==> config.mk <==
export PLATFORM = sky130hd
export DESIGN_NAME = cfg_loader
export DESIGN_NICKNAME = d
export VERILOG_FILES = /design/src/rtl/cfg_loader_pkg.sv /design/src/rtl/cfg_crc16.sv /design/src/rtl/cfg_loader.sv
export SDC_FILE = /design/constraint.sdc
export NUM_CORES = 1
export LEC_CHECK = 0
export CAP_MARGIN = 20
export CELL_PAD_IN_SITES_DETAIL_PLACEMENT = 0
export CELL_PAD_IN_SITES_GLOBAL_PLACEMENT = 1
export CORE_UTILIZATION = 41
export DETAILED_ROUTE_END_ITERATION = 8
export PLACE_DENSITY = 0.92
export SLEW_MARGIN = 20
export SYNTH_ARGS = -nofsm -noshare
export SYNTH_HDL_FRONTEND = slang
export SYNTH_HIERARCHICAL = 1
export SYNTH_SLANG_ARGS = --single-unit
==> constraint.sdc <==
create_clock -name clk -period 2.7 [get_ports clk]
set_clock_uncertainty 0.15 [all_clocks]
set_input_delay 0.54 -clock clk [delete_from_list [all_inputs] [get_ports clk]]
set_output_delay 0.54 -clock clk [all_outputs]
set_load 0.05 [all_outputs]
==> src/rtl/cfg_loader_pkg.sv <==
// rtl/cfg_loader_pkg.sv - shared state encoding and CRC-16-CCITT constants for the configuration loader
package cfg_loader_pkg;

   typedef enum logic [2:0] {
      S_IDLE  = 3'd0,
      S_SHIFT = 3'd1,
      S_CHECK = 3'd2,
      S_SET   = 3'd3,
      S_DONE  = 3'd4,
      S_ERR   = 3'd5
   } cfg_state_e;

   localparam int               CRC_W    = 16;
   localparam logic [CRC_W-1:0] CRC_POLY = 16'h1021;
   localparam logic [CRC_W-1:0] CRC_INIT = 16'hFFFF;

   // One MSB-first CRC step for a single serial bit.
   function automatic logic [CRC_W-1:0] crc16_step(input logic [CRC_W-1:0] crc, input logic din);
      logic fb;
      fb = crc[CRC_W-1] ^ din;
      return {crc[CRC_W-2:0], 1'b0} ^ (fb ? CRC_POLY : '0);
   endfunction

endpackage

==> src/rtl/cfg_crc16.sv <==
// rtl/cfg_crc16.sv - CRC-16-CCITT accumulator folding NUM_CHAINS bits per cycle, chain 0 first
module cfg_crc16
   import cfg_loader_pkg::*;
#(
   parameter int NUM_CHAINS = 1
) (
   input  logic                  clk,
   input  logic                  rst,
   input  logic                  clear,
   input  logic                  en,
   input  logic [NUM_CHAINS-1:0] bits,
   output logic [CRC_W-1:0]      crc
);

   logic [CRC_W-1:0] crc_next;

   // Fold the slice in emission order: chain 0 is the oldest bit of the cycle.
   always_comb begin
      crc_next = crc;
      for (int k = 0; k < NUM_CHAINS; k++) begin
         crc_next = crc16_step(crc_next, bits[k]);
      end
   end

   // Accumulator restarts on reset and on every new load.
   always_ff @(posedge clk) begin
      if (rst || clear) begin
         crc <= CRC_INIT;
      end else if (en) begin
         crc <= crc_next;
      end
   end

endmodule

==> src/rtl/cfg_loader.sv <==
// rtl/cfg_loader.sv - bitstream word stream to parallel config shift chains; CRC check under CFG_LOADER_CRC_EN
module cfg_loader
   import cfg_loader_pkg::*;
#(
   parameter int NUM_CHAINS = 1,
   parameter int CHAIN_LEN  = 4768,
   parameter int WORD_W     = 32
) (
   input  logic                  clk,
   input  logic                  rst,
   input  logic                  start,
   input  logic [WORD_W-1:0]     data_in,
   input  logic                  data_valid,
   output logic                  data_ready,
   output logic [NUM_CHAINS-1:0] cfg_shift,
   output logic                  cen,
   output logic                  cset,
   output logic                  en,
   output logic                  busy,
   output logic                  done,
   output logic                  err
);

   localparam int SLICES = WORD_W / NUM_CHAINS;
   localparam int SL_W   = (SLICES > 1) ? $clog2(SLICES) : 1;
   localparam int CNT_W  = $clog2(CHAIN_LEN + 1);

   localparam logic [2:0] IDLE  = S_IDLE;
   localparam logic [2:0] SHIFT = S_SHIFT;
   localparam logic [2:0] SET   = S_SET;
   localparam logic [2:0] DONE  = S_DONE;
`ifdef CFG_LOADER_CRC_EN
   localparam logic [2:0] CHECK = S_CHECK;
   localparam logic [2:0] ERR   = S_ERR;
   localparam logic [2:0] AFTER_SHIFT = CHECK;
`else
   localparam logic [2:0] AFTER_SHIFT = SET;
`endif

   if (NUM_CHAINS < 1 || WORD_W % NUM_CHAINS != 0) begin : g_bad_word_w
      $error("cfg_loader: WORD_W must be a non-zero multiple of NUM_CHAINS");
   end
   if (CHAIN_LEN < 1) begin : g_bad_chain_len
      $error("cfg_loader: CHAIN_LEN must be at least 1");
   end

   logic [2:0]        state;
   logic [WORD_W-1:0] buf_data;
   logic              buf_full;
   logic [SL_W-1:0]   slice_idx;
   logic [CNT_W-1:0]  shift_cnt;

   logic in_shift, emit, last_slice, final_emit, word_done, start_ok, accept;

   assign in_shift   = (state == SHIFT);
   assign emit       = in_shift && buf_full;
   assign last_slice = (slice_idx == SL_W'(SLICES - 1));
   assign final_emit = emit && (shift_cnt == CNT_W'(CHAIN_LEN - 1));
   // Leftover slices of the final word are dropped, so the word ends early there.
   assign word_done  = emit && (last_slice || final_emit);
   assign accept     = data_valid && data_ready;

`ifdef CFG_LOADER_CRC_EN
   assign start_ok   = (state == IDLE) || (state == DONE) || (state == ERR);
   // The CRC word lands in CHECK, never in the shift buffer.
   assign data_ready = (in_shift && (!buf_full || (word_done && !final_emit))) || (state == CHECK);
   assign err        = (state == ERR);
`else
   assign start_ok   = (state == IDLE) || (state == DONE);
   assign data_ready = in_shift && (!buf_full || (word_done && !final_emit));
   assign err        = 1'b0;
`endif

   assign cen       = emit;
   assign cfg_shift = emit ? buf_data[NUM_CHAINS-1:0] : '0;
   assign cset      = (state == SET);
   assign done      = (state == DONE);
   assign en        = (state == DONE);
`ifdef CFG_LOADER_CRC_EN
   assign busy      = in_shift || (state == CHECK) || (state == SET);
`else
   assign busy      = in_shift || (state == SET);
`endif

`ifdef CFG_LOADER_CRC_EN
   logic [CRC_W-1:0] crc_val;
   logic [CRC_W-1:0] crc_rx;
   logic             crc_ok;

   cfg_crc16 #(.NUM_CHAINS(NUM_CHAINS)) u_crc (
      .clk   (clk),
      .rst   (rst),
      .clear (start && start_ok),
      .en    (emit),
      .bits  (cfg_shift),
      .crc   (crc_val)
   );

   if (WORD_W >= CRC_W) begin : g_rx_wide
      assign crc_rx = data_in[CRC_W-1:0];
   end else begin : g_rx_narrow
      assign crc_rx = CRC_W'(data_in);
   end

   assign crc_ok = (crc_rx == crc_val);
`endif

   // Load sequencing; start is only honoured between loads.
   always_ff @(posedge clk) begin
      if (rst) begin
         state <= IDLE;
      end else if (start_ok) begin
         if (start) state <= SHIFT;
      end else begin
         case (state)
            SHIFT: if (final_emit) state <= AFTER_SHIFT;
`ifdef CFG_LOADER_CRC_EN
            CHECK: if (accept) state <= crc_ok ? SET : ERR;
`endif
            SET:     state <= DONE;
            default: state <= IDLE;
         endcase
      end
   end

   // Single-word buffer drained one slice per cen cycle; a refill can overlap the last slice.
   always_ff @(posedge clk) begin
      if (rst || (start && start_ok)) begin
         buf_data  <= '0;
         buf_full  <= 1'b0;
         slice_idx <= '0;
         shift_cnt <= '0;
      end else begin
         if (in_shift && accept) begin
            buf_data  <= data_in;
            buf_full  <= 1'b1;
            slice_idx <= '0;
         end else if (word_done) begin
            buf_full  <= 1'b0;
            slice_idx <= '0;
         end else if (emit) begin
            buf_data  <= buf_data >> NUM_CHAINS;
            slice_idx <= slice_idx + SL_W'(1);
         end
         if (emit) shift_cnt <= shift_cnt + CNT_W'(1);
      end
   end

endmodule

After elaboration in Yosys (flattened, before gate mapping)
Index checks and enable logic that the tools add are counted.
Widths: inputs -> output; s select.
- input port bits: 36
- output and inout bits: 8
- RAM bits: 0
- latch bits: 0
- flip-flop bits (word level): 54
- memory bits (read-only): 0
- memories: 0
- shift operators: 0
- multipliers: 0
- bitwise operators: 0
- div/mod/pow operators: 0
- equality and inequality tests: 8
- add/subtract/negate cells: 2
- reductions and logical operators: 21
- muxes and demuxes: 10
- $lt $le $gt $ge: 0
- operators with widths (operator ; count):
    $mux 32 ; 3
    $add 13x1->13 const B ; 1
    $eq 13x13->1 const B ; 1
    $mux 3 ; 3
    $logic_and 1x1->1 ; 8
    $pmux 3 s2 ; 1
    $add 5x1->5 const B ; 1
    $eq 5x5->1 const B ; 1
    $logic_or 1x1->1 ; 5
    $reduce_and 2->1 ; 2
    $reduce_bool 2->1 ; 2
    $eq 3x1->1 const B ; 1
    $eq 3x2->1 const B ; 1
    $eq 3x3->1 const B ; 1
    $logic_not 3->1 ; 1
    $mux 1 ; 3
    $ne 3x1->1 const B ; 1
    $reduce_or 3->1 ; 1
    $logic_not 1->1 ; 2
    $ne 2x1->1 const B ; 1
    $ne 2x2->1 const B ; 1

Longest topological paths before layout
Gate-level depths: netlist of run 1.
- depth in word-level cells: 12
- depth in mapped cells: 8
- depth with buffers taken out: 7

Least setup slack after synthesis of run 1
OpenSTA, ideal clock, no wires.
- kind: register to output
- start: register state[0]
- end: output data_ready
- data required time: 2.010 ns
- path buffers: 0
- data arrival time: 2.216 ns
- stages on the path, launching flop included: 4
- path slack: -0.206 ns
- cell sequence: dfxtp_1 -> nor2b_1 -> nand2b_1 -> a21oi_1
- longest elaborated chain between the ends: 8
- ends and longest elaborated chain (what ; RTL line ; source):
    start, declared ; cfg_loader.sv:47 ; logic [2:0] state;
    start signal, assigned ; cfg_loader.sv:111 ; state <= IDLE;
    start signal, assigned ; cfg_loader.sv:113 ; if (start) state <= SHIFT;
    start signal, assigned ; cfg_loader.sv:116 ; SHIFT: if (final_emit) state <= AFTER_SHIFT;
    $eq 3x1->1 (*) ; cfg_loader.sv:55 ; assign in_shift = (state == SHIFT);
    $logic_and 1x1->1 ; cfg_loader.sv:56 ; assign emit = in_shift && buf_full;
    $logic_and 1x1->1 ; cfg_loader.sv:58 ; assign final_emit = emit && (shift_cnt == CNT_W'(CHAIN_LEN - 1));
    $logic_or 1x1->1 ; cfg_loader.sv:60 ; assign word_done = emit && (last_slice || final_emit);
    $logic_and 1x1->1 ; cfg_loader.sv:60 ;
    $logic_and 1x1->1 ; cfg_loader.sv:70 ; assign data_ready = in_shift && (!buf_full || (word_done && !final_emit));
    $logic_or 1x1->1 ; cfg_loader.sv:70 ;
    $logic_and 1x1->1 (*) ; cfg_loader.sv:70 ;
    end, declared ; cfg_loader.sv:14 ; output logic data_ready,
Mark *: on every way between the ends. The rest lies on a longest branch, timed or not.

Worst setup path in the final report of run 1
- start: register shift_cnt[5]
- end: output data_ready
- longest elaborated chain between the ends: 7
- ends and longest elaborated chain (what ; RTL line ; source):
    start, declared ; cfg_loader.sv:51 ; logic [CNT_W-1:0] shift_cnt;
    start signal, assigned ; cfg_loader.sv:145 ; if (emit) shift_cnt <= shift_cnt + CNT_W'(1);
    $eq 13x13->1 (*) ; cfg_loader.sv:58 ;
    $logic_and 1x1->1 (*) ; cfg_loader.sv:58 ;
    $logic_or 1x1->1 ; cfg_loader.sv:60 ;
    $logic_and 1x1->1 ; cfg_loader.sv:60 ;
    $logic_and 1x1->1 (*) ; cfg_loader.sv:70 ;
    $logic_or 1x1->1 (*) ; cfg_loader.sv:70 ;
    $logic_and 1x1->1 (*) ; cfg_loader.sv:70 ;
Marked as above.

==> results list, run 1 <==
- After floorplanning, the core was divided into 30 placement rows.
- The min-delay analysis places its worst path in the category reg -> reg.
- Power spread over the standard cell area amounts to 456 nW/µm².
* Launch point of the worst reg-to-reg path: shift_cnt[0]$_SDFFE_PP0N_
* Detailed router's first-iteration violation count: 98
- The tool flagged a number of max-cap violations equal to 0.
- Layout cells sized above 1: 8.83%
* Total grt overflow: 0
* CTS HTree Levels: 2
- TritonCTS built the clock tree.
* Top post-synthesis cells by count: sky130_fd_sc_hd__dfxtp_1, sky130_fd_sc_hd__nand2_1, sky130_fd_sc_hd__a211oi_1, sky130_fd_sc_hd__and3_1
- CTS root buf: sky130_fd_sc_hd__clkbuf_8
- Post-synthesis instance total: 351
* Post-CTS Setup Inserts: 0
* Post-synthesis instance area: 3030 µm²
- The count of pins over their slew limit came to 0.
* Fillcell total: 659
- Adding up every negative setup slack in the final design gives 0 ns.
- Post-CTS Hold Buffers: 0
* Largest vdd supply drop: 0.252 mV
- At the end of routability-driven placement, the weighted congestion stood at 0.789.
- Width of the chip: 88.0 µm
- Vias post-DR: 2,714
- Aggregate routed wire length: 6980 µm
* Setup violators final: 0
- The initial antenna violation count was 0.
- Status: finished, final reports clean
- Share of the yosys chip area belonging to registers: 35.6%
* Clock latency of the later-clocked register in the worst-skew pair: 0.30 ns
- For this run, the post-layout net count is 423.
- Post-synth net total: 390
- Type of origin of the critical path: register
- The first detailed-routing pass took 4 iterations.
- Leakage component of the power: 1.55 nW
* RSZ-0062 raised after global routing: false
* Effective utilization at floorplan: 43.4%
* Global-route wire length before repair: 11,800 µm
- The largest individual stage delay along the critical path comes from the cell sky130_fd_sc_hd__or3b_1.
- Number of sinks on the clock net: 54
- Detail-routed via count per cell: 5.64
* Number of diodes added for antenna fixing: 0
- Syn-to-layout area delta: 22.1%
* Critical path peak fanout: 4
- Core area: 6980 µm²
* Critical hold path startpoint: shift_cnt[1]$_SDFFE_PP0N_
- Among all cell types in the netlist, the one instantiated most often is sky130_fd_sc_hd__dfxtp_1.
- DPL Wire Length: 4770 µm
- Worst hold path cell count: 2
- For this run, the top clock speed supported by timing is 385 MHz.
- Largest net degree at the start of global routing: 33
- Warnings from Yosys: 6
- For the finished layout, the period the worst path requires is 2.60 ns.
- Critical Path Start: shift_cnt[5]$_SDFFE_PP0N_
* Fraction of post-synthesis cell area in the top cell type by area: 35.6%
* Ordered list of cells on the worst path: or3b_1 -> or3_1 -> o21ai_1 -> a21oi_2 -> buf_4
* Total of cells resized after clock tree synthesis: 0
- Post-synth EDFFs: 0
- Clock-pin slew was measured on the worst setup and hold paths at 0.10 ns.
- The number of failing hold endpoints at the final stage was 0.
- Via count of the first global-routing pass: 2,531
- For this run, the total global-route usage over all layers was measured as 19.0%.
* Number of top-level pins: 44
- Setup crit end kind: output pin
- Hold is met by 0.331 ns.
* Critical path data arrival time: 1.91 ns
- Measured along the y axis, the die boundary spans 88.0 µm.
* Total Die Area: 7740 µm²
- Average instance area after synthesis: 8.64 µm²
- Post-route DRC violation count: 0
- CP required: 2.01 ns
- The number of clock buffers added by TritonCTS is 5.
- Peak per-stage delay on the critical path: 0.45 ns
- The synthesized design contains 54 register bits.
- The final critical path takes up 96.2% of the cycle.
* Count of port buffers added during placement: 42
- Among all flip-flop cells after synthesis, the most frequent one is sky130_fd_sc_hd__dfxtp_1.
- The clock passes through at most 2 buffers.
* Final ANT Viol Nets: 0
- sky130_fd_sc_hd__dfxtp_1 takes more of the synthesized area than any other cell.
- Asr flop ratio synth: 0%
- Dividing the detail-routed wire length by the instance count gives 14.5 µm.
- Counting cells, the worst reg-to-reg path comes to 6.
* Startpoint-to-endpoint class of the critical path: reg -> out
* Cells taking the most area after synthesis: sky130_fd_sc_hd__dfxtp_1, sky130_fd_sc_hd__mux2i_1, sky130_fd_sc_hd__a311oi_1
- After synthesis, the netlist uses 37 different library cells.
## state kept, by name, indices dropped and copies added, names as in the netlist
register,cells
slice_idx,5
buf_full,1
shift_cnt,13
buf_data,32
state,3
## where the power goes
part | switching (mW) | internal (mW) | total, mW
combinational | 0.108 | 0.0915 | 0.200
clock | 0.259 | 0.395 | 0.654
sequential | 0.0160 | 0.818 | 0.834
## critical path: cells and delay by family, from the launching register on
family | cells | cell delay, ns
buffers and inverters | 1 | 0.19
flip-flops | 1 | 0.35
AO/OA/AOI/OAI | 2 | 0.24
AND/OR/NAND/NOR | 2 | 0.82
## final timing paths
kind | to | slack [ns]
max | data_ready | 0.10
min | shift_cnt[1]$_SDFFE_PP0N_ | 0.33
min reg2reg | shift_cnt[1]$_SDFFE_PP0N_ | 0.33
max reg2reg | buf_data[26]$_SDFFE_PP0P_ | 0.39
## placed cells by master, fill, tap and decap left out, drive strengths merged, types with 4 or more instances in the layout
| cell | synthesis | routed |
|---|---|---|
| buf | 11 | 20 |
| xor2 | 9 | 9 |
| o21ai | 5 | 5 |
| a21oi | 8 | 8 |
| and2 | 4 | 4 |
| and3 | 34 | 34 |
| nand2 | 47 | 47 |
| a311oi | 31 | 31 |
| nor2 | 13 | 13 |
| clkdlybuf4s50 | 0 | 38 |
| nand3 | 5 | 5 |
| dfxtp | 54 | 54 |
| nand4 | 7 | 7 |
| mux2i | 31 | 31 |
| nand2b | 4 | 4 |
| a211oi | 34 | 34 |
| clkbuf | 22 | 6 |
## area by class of cell
class,count,area [µm²],area share (%)
clock buffers,6,82.6,2.23
clock inverters,2,60.1,1.62
inverters,3,11.3,0.304
multi-input cells,261,1790,48.4
flip-flops and latches,54,1080,29.2
well taps,96,120,3.24
repair buffers,59,556,15.0
## per-layer routing
layer / global-route usage, % / vias to the layer above / part of all wire [%]
li1: - / 1387 / -
met1: 25.8 / 1280 / 49
met2: 31.3 / 41 / 47
met3: 3.20 / 6 / 2.9
met4: 5.07 / 0 / 0.75
met5: 0 / - / 0
## through the flow
stage                     instances  total power, mW  worst slack [ns]  util [%]  instance area, µm²
after floorplan                 351            0.957            0.0833         -                3040
after global placement          473             1.05             0.404      50.9                3560
after detailed placement        473             1.05             0.383      50.9                3560
after CTS                       481             1.71            0.0334      53.0                3700
after global routing            481             1.76            0.0194      53.0                3700
final                           481             1.69             0.102      53.0                3700
## kinds of logic (layout without fill, tap and decap cells)
| kind of cell | after synthesis | after routing | synth area share (%) |
|---|---|---|---|
| other | 1 | 1 | 0.124 |
| adder cells (fa/ha/maj) | 3 | 3 | 1.24 |
| buffers and inverters | 36 | 70 | 5.69 |
| multiplexers | 31 | 31 | 10.2 |
| AO/OA/AOI/OAI | 85 | 85 | 21.4 |
| XOR/XNOR | 12 | 12 | 3.47 |
| flip-flops | 54 | 54 | 35.6 |
| AND/OR/NAND/NOR | 129 | 129 | 22.2 |
Power figures use the tool's default switching activity.
==> run 2, diff against run 1 <==
--- a/config.mk
+++ b/config.mk
@@ -5,12 +5,13 @@
 export SDC_FILE = /design/constraint.sdc
 export NUM_CORES = 1
 export LEC_CHECK = 0
+export ABC_AREA = 1
 export CAP_MARGIN = 20
 export CELL_PAD_IN_SITES_DETAIL_PLACEMENT = 0
 export CELL_PAD_IN_SITES_GLOBAL_PLACEMENT = 1
-export CORE_UTILIZATION = 41
+export CORE_UTILIZATION = 37
 export DETAILED_ROUTE_END_ITERATION = 8
-export PLACE_DENSITY = 0.92
+export PLACE_DENSITY = 0.91
 export SLEW_MARGIN = 20
 export SYNTH_ARGS = -nofsm -noshare
 export SYNTH_HDL_FRONTEND = slang
==> run 2 against run 1 <==
  * Combinational power grew 42%
  * Largest power group unchanged
  * Core utilization fell by 5.5 points
  * Worst hold slack lost 0.0072 ns
==> results list, run 2 <==
- The first global-routing pass estimated 11,100 µm of wire.
- Area leader, netlist: sky130_fd_sc_hd__dfxtp_1
- The worst pin sits at a relative slew slack of 50.6%.
* CP required: 2.01 ns
* Dominant synthesized flop cell: sky130_fd_sc_hd__dfxtp_1
* Leakage component of the power: 1.51 nW
- Width of the chip: 90.1 µm
* Least-Margin Pin Slew: 0.738 ns
* Slack of the critical path: 0.157 ns
- Area of the multi-input gates: 1440 µm²
- Post-CTS Hold Buffers: 0
- F_max: 393 MHz
- Critical register-to-register path endpoint: slice_idx[4]$_SDFFE_PP0N_
- Post-route DRC violation count: 0
- Fraction of post-synthesis cell area in the top cell type by area: 37.7%
- Post-synth net total: 489
- The repair_antennas step left the layout with diodes totalling 0.
* Master of the slowest instance on the critical path: sky130_fd_sc_hd__a21oi_1
- For hold timing, the worst endpoint is slice_idx[4]$_SDFFE_PP0N_.
- Top post-synthesis cells by count: sky130_fd_sc_hd__nand2_1, sky130_fd_sc_hd__inv_1, sky130_fd_sc_hd__dfxtp_1
- The filler cells instantiated in the layout total 763.
- Effective utilization at floorplan: 38.9%
* Syn-to-layout area delta: 22.1%
- Total grt overflow: 0
- Antenna violations before repair: 0
* Post-synthesis instance area: 2870 µm²
- The detailed router finished its first iteration with 132 violations.
* Wire per inst: 11.1 µm
- In this run the register-to-register setup slack is 0.54 ns.
- After synthesis the netlist holds a flip-flop and latch count of 54.
* Maximum clock insertion buffer count: 2
- CTS Buf Count: 5
- Entering global routing, the biggest net connects 44 pins.
- Critical path peak fanout: 9
- The min-delay analysis places its worst path in the category reg -> reg.
- The worst path needs 2.54 ns of the cycle, external delays included.
- Worst-case setup slack after placement: 0.0984 ns
* Setup crit end kind: output pin
- Final clock period utilization by the worst path: 94.2%
* Launch point of the worst reg-to-reg path: state[1]$_SDFFE_PP0P_
- Cells taking the most area after synthesis: sky130_fd_sc_hd__dfxtp_1, sky130_fd_sc_hd__nand2_1, sky130_fd_sc_hd__a21oi_1
- Vias post-DR: 2,836
- At the end of routability-driven placement, the weighted congestion stood at 0.906.
- The kind of cell with the highest combined delay along the critical path is simple AND/OR/NAND/NOR gates.
- The final layout contains 520 nets.
- Post-synth EDFFs: 0
* Type of origin of the critical path: register
- Leaving out fill and tap cells, the most frequent cell in the layout is sky130_fd_sc_hd__nand2_1.
- Warnings from Yosys: 6
- Total Die Area: 8110 µm²
* Buffers & Inverters on Critical Path: 2
* Total track usage: 16.2%
- A synthesized cell averages 6.38 µm².
- Most common cell in the synthesized netlist: sky130_fd_sc_hd__nand2_1
- Power spread over the standard cell area amounts to 454 nW/µm².
- Max-capacitance violation count: 0
- The library cells used most frequently in the layout, excluding fill and tap cells, are sky130_fd_sc_hd__nand2_1, sky130_fd_sc_hd__inv_1, sky130_fd_sc_hd__dfxtp_1.
- Summed over all layers, the routed wires come to 6450 µm.
- At the worst endpoint, the arrival time is 1.85 ns.
- Via count of the first global-routing pass: 2,523
- Die Span Y: 90.1 µm
* Post-synthesis instance total: 450
- Detail-routed via count per cell: 4.88
* Total power draw: 1.59 mW
- The pre-antenna-repair detailed-routing pass consisted of 4 iterations.
- CTS root buf: sky130_fd_sc_hd__clkbuf_8
* Count of port buffers added during placement: 42
- The startpoint identified for the worst hold timing path is slice_idx[4]$_SDFFE_PP0N_.
- Reg clk slew, reported paths: 0.09 ns
* Worst hold path cell count: 2
- For this run, the slowest stage of the critical path takes 0.37 ns.
- Asr flop ratio synth: 0%
- The tree built by TritonCTS fans out to 54 sinks.
- Counting distinct cell types in the post-synthesis netlist gives 24.
- The critical path goes through nor3_4 -> nand2_2 -> inv_2 -> nand3_1 -> a21oi_1 -> buf_12.
- In the final timing run, aggregate negative setup slack is 0 ns.
- Worst hold slack: 0.324 ns
- Standard-cell rows: 31
- Worst Reg2Reg Path Length in Cells: 8
- Setup violators final: 0
* Top Registers: buf_data x32, shift_cnt x13, slice_idx x5
- In the final layout, flip-flops and latches occupy 1080 µm².
* Largest vdd supply drop: 0.236 mV
- TritonCTS clock tree: yes
* Core area: 7370 µm²
* CTS HTree Levels: 2
* Startpoint-to-endpoint class of the critical path: reg -> out
- For this run, the register share of the synthesized area comes to 37.7%.
- Setup repair after global routing left no endpoint under its margin.
- The wire-length estimate of the detail-placed layout is 4330 µm.
* Hold Fails Final Rpt: 0
* Number of top-level pins: 44
- Reg with most FFs: buf_data
- Status: finished, final reports clean
- Final ANT Viol Nets: 0
* Largest register FFs: 32
* Clock latency of the later-clocked register in the worst-skew pair: 0.31 ns
* Layout cells sized above 1: 5.81%
- Slew Viols, Final: 0
run 2: repair_timing:
| item | in CTS | in global routing |
|---|---|---|
| endpoints found under the hold margin | 0 | 0 |
| setup buffers | 0 | 0 |
| endpoints found under the setup margin | 0 | 2 |
| gates resized for setup | 0 | 2 |
run 2: layer usage:
metal / wire length, µm / track usage (%) / vias up
met4: 98 / 4.17 / 0
met2: 2990 / 27.0 / 51
met1: 3160 / 21.5 / 1272
met5: 0 / 0 / -
met3: 198 / 2.96 / 10
li1: - / - / 1503
run 2: through the flow:
stage                     std cells  area [µm²]  utilization, %
final                           581        3500            47.5
after global routing            581        3500            47.5
after CTS                       581        3500            47.5
after detailed placement        573        3410            46.2
after global placement          573        3410            46.2
after floorplan                 450        2870               -
run 2: worst register-to-register path: stages (launching register included):
cell	delay (ns)
sky130_fd_sc_hd__dfxtp_1	0.42
sky130_fd_sc_hd__nor2_1	0.10
sky130_fd_sc_hd__inv_1	0.08
sky130_fd_sc_hd__nor2_1	0.05
sky130_fd_sc_hd__nor2_1	0.56
sky130_fd_sc_hd__clkinv_1	0.27
sky130_fd_sc_hd__nor2_1	0.19
sky130_fd_sc_hd__nand2_1	0.14
sky130_fd_sc_hd__a21oi_1	0.14
run 2: area by class of cell:
type                            instances  share of cell area (%)
Clock buffer                            7                    2.46
Clock inverter                          1                   0.143
Inverter                               59                    6.32
Multi-Input combinational cell        307                    41.1
Sequential cell                        54                    30.9
Tap cell                               99                    3.54
Timing Repair Buffer                   54                    15.6
run 2: cell families (layout without fill, tap and decap cells):
logic type | count (synthesis) | in the layout | synth area share (%)
xor gates and xnor gates | 3 | 3 | 0.916
and+or+nand+nor | 243 | 243 | 37.5
other | 1 | 1 | 0.131
buffers and inverters | 89 | 121 | 12.3
DFF | 54 | 54 | 37.7
AOI/OAI and AO/OA | 57 | 57 | 10.2
adders and majority gates | 3 | 3 | 1.31
run 2: worst max path at each step:
stage,from,end,slack [ns],cells after the start
2_1_floorplan,state[1]$_SDFFE_PP0P_,data_ready,0.04,5
3_3_place_gp,start,slice_idx[1]$_SDFFE_PP0N_,0.19,8
3_5_place_dp,start,shift_cnt[6]$_SDFFE_PP0N_,0.1,7
4_1_cts,state[1]$_SDFFE_PP0P_,done,0.08,4
5_1_grt,slice_idx[0]$_SDFFE_PP0N_,data_ready,0.002,6
6_report,state[1]$_SDFFE_PP0P_,data_ready,0.16,6
run 2: power by group:
part,switching [mW],internal [mW],total (mW)
combinational,0.167,0.117,0.285
sequential,0.0148,0.824,0.839
clock,0.258,0.208,0.466
total,0.441,1.15,1.59
==> RTL edit: new RTL, settings of run 2 <==
Add a define of `CFG_LOADER_CRC_EN`.
--- a/src/rtl/cfg_loader.sv
+++ b/src/rtl/cfg_loader.sv
@@ -1,4 +1,6 @@
 // rtl/cfg_loader.sv - bitstream word stream to parallel config shift chains; CRC check under CFG_LOADER_CRC_EN
+`define CFG_LOADER_CRC_EN
+
 module cfg_loader
    import cfg_loader_pkg::*;
 #(
Check against the original RTL: same outputs for any inputs over 10 cycles, from zero or initial values and one cycle with rst high; that may be too few to reach the edited logic, so the function may still have changed.
==> RTL edit against run 2 <==
Register-to-register slack lost 0.14 ns. Power rose by 87%. Cell count rose by 29%. Sequential power grew 38%. Non-clock buffer count grew 3. Global-route usage up 1.7 points. Sequential cell count grew 16. Wire length is 48% higher. Design area grew 32%. Count of clock-buffer cells in the layout up 5. Critical path type unchanged. Setup slack worse by 0.041 ns. Area after synthesis up 40%.
==> RTL edit: results (changes against run 2) <==
- Worst reg2reg setup slack: 0.40 ns (-0.14 ns)
- Status: finished, final reports clean
- First-pass GRT wire length: 16400 µm (+48%)
- HP Class: flip-flop to flip-flop
- Synth area leaders: dfxtp_1 35%, nand2_1 12%, nand3_1 10%, a21oi_1 6.6%, inv_1 5.7%
- Fraction of registers with async set/reset: 0% (unchanged)
- Cells after DPL: 734 (+28%)
- Mapped Cells: 591 (+31%)
- Met2 usage: 31.9% (+4.9 points)
- I/O Buffers: 43 (+2.4%)
- FF+latch area: 1400 µm² (+30%)
- Number of iterations in the first detailed-routing pass: 4 (unchanged)
- CP max stage cell: clkdlybuf4s50_1
- Worst-skew pair later-pin latency: 0.34 ns (+0.03 ns)
- Top cells by count, synth: 133 x nand2_1, 80 x nand3_1, 70 x dfxtp_1, 61 x inv_1, 53 x a21oi_1
- Synthesis Warnings: 6 (unchanged)
- Highest net fanout along the worst path: 8 (-1)
- Vias per cell: 5.05 (+3.4%)
- Delay-heaviest family, CP: buffers and inverters
- Final setup vio count: 0 (unchanged)
- GRT met1 Usage: 21.7% (+0.16 points)
- Synth Net Count: 630 (+29%)
- Largest regs: buf_data x32, u_crc/crc x16, shift_cnt x13
- Endpoints failing hold: 0 (unchanged)
- Crit path DAT: 1.89 ns (+0.04 ns)
- Max incr delay on CP: 0.82 ns (+0.45 ns)
- Num CTS Buffers: 9 (+4)
- Register area share after synthesis: 34.9% (-2.8 points)
- Worst vdd rail ir drop: 0.000340 V (+44%)
- Layout cells sized above 1: 11.2% (+5.4 points)
- Post-synth cell types: 32 (+33%)
- Clk slew on worst S/H paths: 0.07 ns (-0.02 ns)
- Placer Congestion: 0.843 (-7.0%)
- Ys flop type: dfxtp_1
- # diodes: 0 (unchanged)
- GR Layer Usage met3: 3.99% (+1.0 points)
- Post-DP HPWL: 6650 µm (+53%)
- Detailed-route wire length: 9550 µm (+48%)
- Placement Cell Area: 4430 µm² (+30%)
- Fillers: 1080 (+42%)
- Leakage: 0.00186 µW (+23%)
- Largest net degree at the start of global routing: 40 (-9.1%)
- Number of global-route vias before repair: 3622 (+44%)
- Total global routing track utilization: 17.9% (+1.7 points)
- Nets: 648 (+25%)
- Initial DRC count: 213 (+61%)
- H-tree lvl count: 3 (+1)
- Layout Cells excl Fill: 750 (+29%)
- CTS max path bufs: 2 (unchanged)
- Slew HR: 43.2% (-7.4 points)
- Switching part of the total: 38.0% (+10 points)
RTL edit: cell types whose count changed in the layout (fill, tap and decap cells not counted), moves of 5 or more:
cell / delta
a21oi_1: +8
nand2_1: +10
nand2_2: +11
nand3_1: +39
nor2_1: -5
nand3_2: +11
nor2_2: +5
dfxtp_1: +16
RTL edit: power by group through the flow:
stage / clock, µW / combinational [µW] / sequential [µW]
6_report: 821 / 983 / 1160
5_1_grt: 886 / 1090 / 1170
4_1_cts: 835 / 983 / 1160
3_5_place_dp: 0 / 979 / 1190
3_3_place_gp: 0 / 963 / 1180
2_1_floorplan: 0 / 751 / 1160
RTL edit: final timing paths:
kind	start	endpoint	cells after the start
worst max-delay path	state[2]	done	3
worst min-delay path	slice_idx[4]	slice_idx[4]	2
worst max register to register	state[2]	shift_cnt[3]	7
worst min register to register	slice_idx[4]	slice_idx[4]	2
RTL edit: kinds of logic (layout without fill, tap and decap cells):
logic type | count (synthesis) | after routing | share of synthesized area [%]
and+or+nand+nor | 322 | 322 | 38.6
buffers and inverters | 114 | 137 | 14.3
AOI/OAI and AO/OA | 74 | 74 | 9.50
DFF | 70 | 70 | 34.9
xor gates and xnor gates | 8 | 8 | 1.74
adders and majority gates | 3 | 3 | 0.934
RTL edit: routing by layer:
| metal | share of wire (%) | wire length (µm) |
|---|---|---|
| met1 | 44 | 4180 |
| met2 | 51 | 4880 |
| met3 | 4.1 | 393 |
| met4 | 0.99 | 95 |
| met5 | 0 | 0 |
RTL edit: timing repair:
action | 4_1_cts | 5_1_grt
gates resized for setup | 0 | 1
setup buffers | 0 | 0
hold buffers | 0 | 0
endpoints found under the setup margin | 0 | 1
RTL edit: area by class of cell:
cell class	count	area share, %
Multi-Input combinational cell	407	44.5
Sequential cell	70	30.4
Timing Repair Buffer	57	12.2
Inverter	64	5.26
Tap cell	136	3.69
Clock buffer	12	2.93
Clock inverter	4	1.03
RTL edit: worst register-to-register path: cells and delay by family, from the launching register on:
family	cells	cell delay [ns]
DFF	1	0.48
AOI/OAI and AO/OA	4	1.06
buffers and inverters	3	0.51
RTL edit: per-stage QoR:
| stage | hold slack [ns] | setup slack, ns | total power [µW] |
|---|---|---|---|
| CTS | 0.322 | 0.00393 | 2980 |
| detailed placement | 0.310 | 0.0558 | 2160 |
| floorplan | 0.288 | 0.434 | 1910 |
| global placement | 0.302 | 0.126 | 2140 |
| global route | 0.348 | 0.00473 | 3150 |
| finish | 0.319 | 0.116 | 2970 |
